File: config.mk
export PLATFORM = sky130hd
export DESIGN_NAME = ibex_l2_rf_arbiter
export DESIGN_NICKNAME = d
export VERILOG_FILES = /design/src/rtl/ibex_l2_rf_arbiter.sv
export SDC_FILE = /design/constraint.sdc
export NUM_CORES = 1
export LEC_CHECK = 0
export ABC_AREA = 1
export BUFFER_PORTS_ARGS = -buffer_cell sky130_fd_sc_hd__buf_2
export CAP_MARGIN = 10
export CORE_UTILIZATION = 40
export CTS_CLUSTER_SIZE = 14
export DETAILED_ROUTE_END_ITERATION = 8
export GPL_TIMING_DRIVEN = 0
export PLACE_DENSITY = 0.75
export SETUP_SLACK_MARGIN = 0.15
export SYNTH_ARGS = -nofsm -noshare
export SYNTH_HDL_FRONTEND = slang
export SYNTH_SLANG_ARGS = --single-unit
export TNS_END_PERCENT = 1
File: constraint.sdc
create_clock -name clk_i -period 1.85 [get_ports clk_i]
set_input_delay 0.37 -clock clk_i [delete_from_list [all_inputs] [get_ports clk_i]]
set_output_delay 0.37 -clock clk_i [all_outputs]
set_load 0.01 [all_outputs]
File: src/rtl/ibex_l2_rf_arbiter.sv
// ----------------------------------------------------------------------------
// ibex_l2_rf_arbiter
//
// Shares the single-port, 32-entry L2 register file between NumReq
// requesters (for example the core spill/fill path and the debug module).
// Only one transaction is in flight at a time. Requesters are granted in
// round-robin order, and this block applies the x0 rules itself: writes to x0
// are acknowledged but never reach the register file, and reads of x0 return 0.
//
// Handshake semantics (both channels):
//   A transfer happens in a cycle where valid and ready are both high.
//   - Request channel: the requester raises req_valid_i[i]. The arbiter
//     raises req_ready_o[i] combinationally in the cycle it grants, and only
//     in IDLE. Address, write enable and write data are sampled in that
//     cycle only. Before the grant, valid may come and go freely.
//   - Response channel: the arbiter holds rsp_valid_o[owner] and
//     rsp_rdata_o stable until rsp_ready_i[owner] is high. The rsp_ready_i
//     bits of other requesters are ignored.
//
// Ports:
//   clk_i, rst_i        clock and synchronous active-high reset
//   req_valid_i/ready_o per-requester request handshake
//   req_we_i            per-requester 1 = write, 0 = read
//   req_addr_i          per-requester register index
//   req_wdata_i         per-requester write data
//   rsp_valid_o/ready_i per-requester response handshake
//   rsp_rdata_o         shared response data; 0 when no response is valid
//   rf_addr_o           register file address
//   rf_wdata_o          register file write data
//   rf_we_o             register file write enable
//   rf_rdata_i          register file read data, one cycle after the address
//   busy_o              a transaction is in flight (state is not IDLE)
//
// The FSM state is held in state_q so that checkers can bind to it directly.
// ----------------------------------------------------------------------------
module ibex_l2_rf_arbiter #(
    parameter int unsigned NumReq    = 2,
    parameter int unsigned DataWidth = 32
) (
    input  logic                             clk_i,
    input  logic                             rst_i,
    input  logic [NumReq-1:0]                req_valid_i,
    output logic [NumReq-1:0]                req_ready_o,
    input  logic [NumReq-1:0]                req_we_i,
    input  logic [NumReq-1:0][4:0]           req_addr_i,
    input  logic [NumReq-1:0][DataWidth-1:0] req_wdata_i,
    output logic [NumReq-1:0]                rsp_valid_o,
    input  logic [NumReq-1:0]                rsp_ready_i,
    output logic [DataWidth-1:0]             rsp_rdata_o,
    output logic [4:0]                       rf_addr_o,
    output logic [DataWidth-1:0]             rf_wdata_o,
    output logic                             rf_we_o,
    input  logic [DataWidth-1:0]             rf_rdata_i,
    output logic                             busy_o
);

    localparam int unsigned PtrW = (NumReq > 1) ? $clog2(NumReq) : 1;

    typedef logic [PtrW-1:0] ptr_t;

    typedef enum logic [1:0] {
        IDLE    = 2'd0,
        RD_WAIT = 2'd1,
        RSP     = 2'd2
    } state_e;

    state_e               state_q, state_d;
    ptr_t                 rr_ptr_q, rr_ptr_d;
    ptr_t                 owner_q, owner_d;
    logic [4:0]           addr_q, addr_d;
    logic [DataWidth-1:0] rsp_q, rsp_d;

    // ------------------------------------------------------------------------
    // Round-robin pick: scan from rr_ptr_q upward, wrapping at NumReq. The
    // wrap is done by subtraction so NumReq need not be a power of two.
    // ------------------------------------------------------------------------
    logic        gnt_found;
    ptr_t        gnt_idx;
    int unsigned scan_idx;
    ptr_t        scan_ptr;

    always_comb begin
        gnt_found = 1'b0;
        gnt_idx   = '0;
        scan_idx  = 0;
        scan_ptr  = '0;
        for (int unsigned i = 0; i < NumReq; i++) begin
            scan_idx = 32'(rr_ptr_q) + i;
            if (scan_idx >= NumReq) begin
                scan_idx = scan_idx - NumReq;
            end
            scan_ptr = ptr_t'(scan_idx);
            if (!gnt_found && req_valid_i[scan_ptr]) begin
                gnt_found = 1'b1;
                gnt_idx   = scan_ptr;
            end
        end
    end

    // ------------------------------------------------------------------------
    // Next state and outputs
    // ------------------------------------------------------------------------
    always_comb begin
        state_d     = state_q;
        rr_ptr_d    = rr_ptr_q;
        owner_d     = owner_q;
        addr_d      = addr_q;
        rsp_d       = rsp_q;
        req_ready_o = '0;
        rsp_valid_o = '0;
        rsp_rdata_o = '0;
        rf_addr_o   = '0;
        rf_wdata_o  = '0;
        rf_we_o     = 1'b0;

        case (state_q)
            IDLE: begin
                if (gnt_found) begin
                    req_ready_o[gnt_idx] = 1'b1;
                    owner_d              = gnt_idx;
                    rr_ptr_d             = (gnt_idx == ptr_t'(NumReq - 1)) ? '0
                                                                           : ptr_t'(gnt_idx + 1'b1);
                    addr_d               = req_addr_i[gnt_idx];
                    rf_addr_o            = req_addr_i[gnt_idx];
                    if (req_we_i[gnt_idx]) begin
                        // The write is issued in the grant cycle itself, so
                        // write data never needs to be registered. x0 is
                        // acknowledged but never written.
                        rf_wdata_o = req_wdata_i[gnt_idx];
                        rf_we_o    = (req_addr_i[gnt_idx] != 5'd0);
                        rsp_d      = '0;
                        state_d    = RSP;
                    end else begin
                        state_d = RD_WAIT;
                    end
                end
            end

            RD_WAIT: begin
                // The register file's read data is valid now. It is not
                // refreshed for x0, so the arbiter substitutes zero itself.
                rf_addr_o = addr_q;
                rsp_d     = (addr_q == 5'd0) ? '0 : rf_rdata_i;
                state_d   = RSP;
            end

            RSP: begin
                rsp_valid_o[owner_q] = 1'b1;
                rsp_rdata_o          = rsp_q;
                if (rsp_ready_i[owner_q]) begin
                    state_d = IDLE;
                end
            end

            default: begin
                state_d = IDLE;
            end
        endcase
    end

    // ------------------------------------------------------------------------
    // State registers. Reset drops any in-flight transaction without a
    // response; a write already pulsed to the register file stays committed.
    // ------------------------------------------------------------------------
    always_ff @(posedge clk_i) begin
        if (rst_i) begin
            state_q  <= IDLE;
            rr_ptr_q <= '0;
            owner_q  <= '0;
            addr_q   <= '0;
            rsp_q    <= '0;
        end else begin
            state_q  <= state_d;
            rr_ptr_q <= rr_ptr_d;
            owner_q  <= owner_d;
            addr_q   <= addr_d;
            rsp_q    <= rsp_d;
        end
    end

    assign busy_o = (state_q != IDLE);

endmodule

# Word-level counts from Yosys, hierarchy flattened
# Cells that the tools add are included.
# Widths: inputs -> output; s select.
# totals
regBits,41
in_bits,114
output_inout_bits,75
word_cells,77
# op_classes
n_addsub,4
order_cmp,8
n_eq_ne,5
mux,43
reduce_logical,12
# op_table
cell,count
$mux 32,9
$pmux 32 s2,1
$mux 1,20
$mux 5,3
$mux 2,6
$pmux 5 s2,1
$lt 1x2->1 const B,4
$ne 2x2->1 const B,3
$pmux 2 s3,1
$logic_not 5->1,1
$reduce_bool 5->1,1
$reduce_and 2->1,2
$reduce_bool 2->1,2
$logic_and 1x1->1,3
$reduce_and 3->1,1
$add 1x1->2 const B,1
$demux 1 s1,2
$eq 2x1->1 const B,1
$eq 2x2->1 const B,1
$ge 1x1->1 const B,2
$ge 1x2->1 const B,1
$ge 2x2->1 const B,1
$logic_not 2->1,1
$sub 1x1->1 const B,2
other kinds (2),2

# Longest topological paths before layout
# Gate-level depths: netlist (run 1).
# logic_depth
word_depth,14
mapped_depth,11
depth_no_buf,9

# Worst setup path after synthesis (run 1)
# Ideal clock, no wire load.
# synth_timing
kind,register to output
from,register state_q[1]
to,output port rf_wdata_o[22]
arrival_ns,1.416
required_time_ns,1.480
slack_ns,0.064
path_stages_with_launch,7
n_path_buf,1
cell_sequence,dfxtp_1 > nor2_2 > inv_1 > nor2_2 > nand2_1 > clkbuf_1 > a21oi_1
# synth_between
elab_chain_len,2
# synth_rtl
item,line_no,source
"start, declared",67,"state_e state_q, state_d;"
"start signal, assigned",173,state_q <= state_d;
$logic_not 2->1,116,case (state_q)
$mux 32,116,
"end, declared",51,"output logic [DataWidth-1:0] rf_wdata_o,"
# Every way passes these cells.

# Final worst setup path (run 1)
# layout_timing
from,register state_q[1]
to,output port rf_addr_o[4]
# layout_between
elab_chain_len,2
elab_cells_between_ends,3
classes_between,eq/ne: 1; mux: 1; reduce/logical: 1
# layout_rtl
item,line_no,source
$eq 2x1->1 / $logic_not 2->1 (equally long branches),116,
$pmux 5 s2 (*),116,
"end, declared",50,"output logic [4:0] rf_addr_o,"
# Every way passes the cells marked *; elsewhere a longest branch is shown, timed or not.

==> results of run 1 <==
==> cells by family (layout without fill, tap and decap cells) <==
family	Yosys count	count (layout)
flip-flops	41	41
AND/OR/NAND/NOR	311	311
AO/OA/AOI/OAI	53	53
buffers and inverters	112	314
==> worst max-delay path, cell delays in order (launching register included) <==
cell and delay, ps:
dfxtp_4 380, nor2_4 120, inv_2 70, nor2_4 130
buf_6 150, o211ai_1 110, o21ai_1 150, buf_2 170
==> final cells by class <==
type | count | area, um^2
Buffer | 30 | 288
Fill cell | 677 | 2450
Timing Repair Buffer | 195 | 1010
Sequential cell | 41 | 827
Tap cell | 80 | 100
Multi-Input combinational cell | 364 | 1690
Clock buffer | 7 | 86.3
Inverter | 82 | 310
==> state kept, by name (all words and copies together) (netlist names) <==
| register | cells |
|---|---|
| rsp_q | 32 |
| addr_q | 5 |
| state_q | 2 |
| owner_q | 1 |
| rr_ptr_q | 1 |
==> per-layer routing <==
| metal | up-vias | global-route usage | wire (um) |
|---|---|---|---|
| li1 | 1956 | - | - |
| met1 | 1681 | 0.293 | 3950 |
| met2 | 122 | 0.493 | 5050 |
| met3 | 13 | 0.0452 | 542 |
| met4 | 0 | 0.0894 | 207 |
| met5 | - | 0 | 0 |
==> final timing paths <==
path,from,to,slack [ps],depth (start not counted)
hold reg to reg,addr_q[4],addr_q[4],470,2
setup reg to reg,state_q[1],rsp_q[29],180,10
hold / removal,rsp_ready_i[0],state_q[1],390,4
setup / recovery,state_q[1],rf_addr_o[4],-90,7
==> Yosys cell counts <==
library cell	number	area, um^2
nand3b_1	2	15.0
o21ai_0	6	30.0
nand2_2	1	6.26
clkbuf_1	21	78.8
nor3_1	3	15.0
dfxtp_1	41	821
nor2_4	1	11.3
o211ai_1	3	22.5
nand3_2	1	10.0
buf_6	2	22.5
a21oi_1	43	215
nor2_2	2	12.5
nand3_1	36	180
nor2_1	106	398
nand4_1	2	12.5
nand2_1	156	586
inv_1	82	308
and2_4	1	8.76
buf_2	7	35.0
o21a_1	1	7.51
==> report_power, final <==
part / total (mW) / switching (mW) / internal (mW)
sequential: 1.13 / 0.0700 / 1.06
clock: 0.599 / 0.303 / 0.296
combinational: 1.85 / 1.10 / 0.749
==> repair_timing <==
action	CTS	global route
pin swaps	7	18
setup endpoints to repair	73	92
gates resized for setup	55	63
gates cloned	1	0
setup buffers	6	1
==> results.md, run 1 <==
- Status: finished with violations
- Clk Tree Root Cell: clkbuf_8
- Final non-filler cell total: 799
- First-pass GRT wire length: 15,000 um
- Total power: 3.57 mW
- Final min period: 1940 ps
- Drt first pass iters: 5
- Failing checks: setup timing
- Vias in the first global route: 3,314
- Mux share of post-synthesis cell area: 0
- DRT antenna net count: 0
- Synthesized area: 2800 um^2
- TritonCTS clock tree: yes
- GP Congestion: 0.810
- Maxcap violations: 0
- Gr usage total: 0.261
- Crit end category: output pin
- Syn_area_per_cell: 5.41 um^2
- Mapped Nets: 631
- # hold bufs at CTS: 0
- DIE AREA: 7330 um^2
- CTS clk-pin slew, worst paths: 70 ps
- Vias/cell: 4.72
- Slew headroom: 0.663
- Final TNS setup: -1450 ps
- Min Hold Slack: 391 ps
- Crit Path Max Fanout: 8
- Depth of the CTS H-tree: 2
- Syn Inst Count: 517
- Final HPWL DP: 7560 um
- Synth Area in Compound Gates: 0.0985
- Ys Warns: 0
- Starting density of the core: 0.414
- Diodes inserted: 0
- Routed wire per std cell: 12.2 um
- Post-synthesis xor/xnor area fraction: 0
- DRC: 0
- Adder-Cell Fraction of Synth Area: 0
- Die H: 85.6 um
- # IOs: 189
- I/O Buffers: 187
- Unrepaired setup endpoints after global routing: true
- Area Overhead vs Synth: 54.0%
- Worst endpoint required time: 1480 ps
- Cells after DPL: 784
- Area after DPL: 3840 um^2
- CTS max path bufs: 2
- Fmax: 515 MHz
- Worst Path Arrival: 1570 ps
- Crit Path Class: reg2out
- Final nets: 833
- Final worst slack: -91.5 ps
- Commonest non-fill, non-tap cell in the layout: buf_2
- Global route total overflow: 0
- Leakage: 2.61 nW
- Synthesized flop and latch total: 41
- Largest net degree at the start of global routing: 12
- Clock Sinks: 41
- Layout cell share with drive strength beyond 1: 0.381
- # setup viols final: 35
- Worst slew pin tran: 506 ps
- DIE WIDTH: 85.6 um
- Sequential area share after synthesis: 0.294
- Worst vdd ir: 628 uV
- Via count: 3,772
- Final Max Slew Viols: 0
- Critical path launch point type: flop
- DRT Wirelength: 9750 um
- CTS Buf Count: 5
- Worst skew pair latency: 290 ps
- Largest family of logic cells by synthesized area: simple AND/OR/NAND/NOR gates
- Post-layout util: 0.637
- Final hold vios: 0
- Initial antenna violation count: 0
- Most frequent cells in the layout: buf_2, nand2_1, nor2_1, inv_1
- Tightest Hold Check Type: in2reg
- Power per cell area: 830 nW/um^2
- Post-placement setup slack: -316 ps
- Post-synthesis simple-gate area fraction: 0.449
- Initial drt markers: 213
- Fin area: 4300 um^2
- Core box area: 6760 um^2
- Cell variety after synth: 20
- Final worst-path cycle share: 1.05
- Skew final: 10.6 ps
- FP Rows: 30
No activity file was read; power rests on OpenSTA's default activity.
==> run 2: changes to the inputs <==
Settings changed: PLACE_DENSITY 0.75 to 0.81.
==> run 2 against run 1 <==
Against the previous run:
- the run still ends with setup timing left
- worst setup slack got worse by 13 ps
- critical endpoint is now rf_we_o
- register-to-register slack got worse by 30 ps
- global-route usage fell by 0.60 points
- cell count fell by 0.38%
- power fell by 0.75%
- design area fell by 3.5%
- wire length rose by 2.0%
- largest cell class unchanged
- sequential power barely moved
- sequential share of layout area rose by 0.60 points
- first-iteration DRC count fell by 26%
- fmax fell by 0.68%
- critical path type unchanged
==> results.md, run 2 (synthesized netlist as in run 1, its figures left out) <==
- Fmax: 512 MHz (-0.68%)
- TritonCTS clock tree: yes
- Largest net degree at the start of global routing: 13 (+1)
- Top reg by flops: rsp_q
- Tightest Hold Check Type: in2reg
- Maxcap violations: 0 (unchanged)
- Worst endpoint required time: 1480 ps (about the same)
- DIE AREA: 7330 um^2 (unchanged)
- Final worst-path cycle share: 1.06 (+0.00713)
- Failing checks: setup timing
- Area after DPL: 3840 um^2 (unchanged)
- # setup viols final: 34 (-2.9%)
- Critical path launch point type: flop
- Global route total overflow: 0 (unchanged)
- Post-layout util: 0.615 (-0.0222)
- Unrepaired setup endpoints after global routing: true
- Fin area: 4150 um^2 (-3.5%)
- Max FFs per register: 32 (unchanged)
- Final Max Slew Viols: 0 (unchanged)
- Skew final: 16.8 ps (+6.19 ps)
- Diodes inserted: 0 (unchanged)
- DIE WIDTH: 85.6 um (unchanged)
- Drt first pass iters: 5 (unchanged)
- Area of the multi-input gates: 1620 um^2 (-4.1%)
- # hold bufs at CTS: 0 (unchanged)
- Int Power: 2.12 mW (+1.0%)
- Worst Path Arrival: 1580 ps (about the same)
- First-pass GRT wire length: 14,800 um (-1.6%)
- Crit end category: output pin
- Power per cell area: 854 nW/um^2 (+2.8%)
- Slew headroom: 0.672 (+0.00951)
- Depth of the CTS H-tree: 2 (unchanged)
- Status: finished with violations
- Crit Path Max Fanout: 10 (+2)
- Routed wire per std cell: 12.5 um (+2.4%)
- Final nets: 829 (-0.48%)
- CTS max path bufs: 2 (unchanged)
- Crit Path Class: reg2out
- Worst slew pin tran: 492 ps (-14.3 ps)
- CTS clk-pin slew, worst paths: 70 ps (about the same)
- Layout cell share with drive strength beyond 1: 0.342 (-0.0389)
- DRT Wirelength: 9950 um (+2.0%)
- I/O Buffers: 187 (unchanged)
- Clk pwr share: 0.212 (+0.044)
- Final non-filler cell total: 796 (-0.38%)
- FP Rows: 30 (unchanged)
- Leakage: 2.57 nW (-1.3%)
- Area Overhead vs Synth: 48.6%
- GP Congestion: 0.796 (-1.8%)
- Initial antenna violation count: 0 (unchanged)
- Final HPWL DP: 7680 um (+1.6%)
- Core box area: 6760 um^2 (unchanged)
- Filler Cells Inserted: 680 (+0.44%)
- Vias in the first global route: 3,276 (-1.1%)
- Initial drt markers: 157 (-26%)
- CTS Buf Count: 5 (unchanged)
- Clk Tree Root Cell: clkbuf_8
- Clock Sinks: 41 (unchanged)
- Switching power: 1.42 mW (-3.3%)
- Largest regs: rsp_q: 32 flops, addr_q: 5 flops, state_q: 2 flops
- Crit-path cells: inv_2 -> nand2_4 -> nand2_4 -> buf_8 -> buf_8 -> o21ai_2 -> nand2_1 -> nor2_2 -> nor2_1 -> buf_2
- Final worst slack: -105 ps (-13.2 ps)
- Crit-path slowest cell: dfxtp_2
- Worst skew pair latency: 300 ps (about the same)
- # IOs: 189 (unchanged)
- Gr usage total: 0.255 (-0.00596)
- Net Sw Frac: 0.401 (-0.0107)
- Commonest non-fill, non-tap cell in the layout: buf_2
- Register Area: 823 um^2 (-0.45%)
- Flop pwr share: 0.316 (about the same)
- Worst vdd ir: 635 uV (+1.0%)
- DRT antenna net count: 0 (unchanged)
- Starting density of the core: 0.414 (unchanged)
- Post-placement setup slack: -386 ps (-70.0 ps)
- Final TNS setup: -1960 ps (-513 ps)
- Vias/cell: 4.80 (+1.7%)
- CP peak stage delay: 330 ps (-50 ps)
- Combinational fraction of design power: 0.472 (-0.045)
- Final min period: 1950 ps (+13.2 ps)
- Final hold vios: 0 (unchanged)
- DRC: 0 (unchanged)
- Cells after DPL: 784 (unchanged)
- Via count: 3,823 (+1.4%)
- Die H: 85.6 um (unchanged)
- Most frequent cells in the layout: buf_2, nand2_1, nor2_1, inv_1
==> run 2: cell types whose count changed in the layout (fill, tap and decap cells not counted), sizes merged <==
cell    change
bufinv      +1
clkbuf      -1
buf         -3
==> run 2: stage by stage <==
stage	hold WS (ps)	total power [mW]
2_1_floorplan	441	2.14
3_5_place_dp	458	2.68
3_3_place_gp	454	2.63
5_1_grt	399	3.81
4_1_cts	374	3.51
6_report	386	3.55
==> run 2: timing repair <==
item	CTS	global route
gates cloned	1	0
pin swaps	7	8
gates resized for setup	44	25
buffers inserted	2	1
endpoints found under the setup margin	72	86
==> run 2: path summary, 6_finish.rpt <==
check	from	to	slack [ps]	cells past startpoint
max	rr_ptr_q	rf_we_o	-100	10
min	rsp_ready_i[0]	state_q[1]	390	4
max reg2reg	state_q[1]	rsp_q[29]	150	9
min reg2reg	rr_ptr_q	rr_ptr_q	470	2
==> run 2: worst max-delay path: cells and delay by family (launching register included) <==
kind,cells,cell delay (ps)
DFF,1,330
buffers and inverters,4,440
and+or+nand+nor,5,410
AOI/OAI and AO/OA,1,110
==> run 2: power by group through the flow <==
stage	combinational, mW	sequential [mW]	clock, mW
after floorplan	1.02	1.12	0
after global placement	1.51	1.13	0
after detailed placement	1.55	1.14	0
after CTS	1.63	1.12	0.766
after global routing	1.86	1.14	0.806
final	1.67	1.12	0.751
==> run 2: layer usage <==
layer,vias to the layer above,part of all wire,track usage
met5,-,0,0
met4,0,0.044,0.123
met3,29,0.073,0.0414
met2,170,0.50,0.476
met1,1675,0.39,0.278
li1,1949,-,-
==> run 2: area by class of cell <==
class	count	share of cell area
repair buffers	191	0.233
inverters	82	0.0747
multi-input cells	364	0.389
plain buffers	30	0.0521
clock inverters	1	0.00723
clock buffers	7	0.0208
well taps	80	0.0241
flip-flops and latches	41	0.198
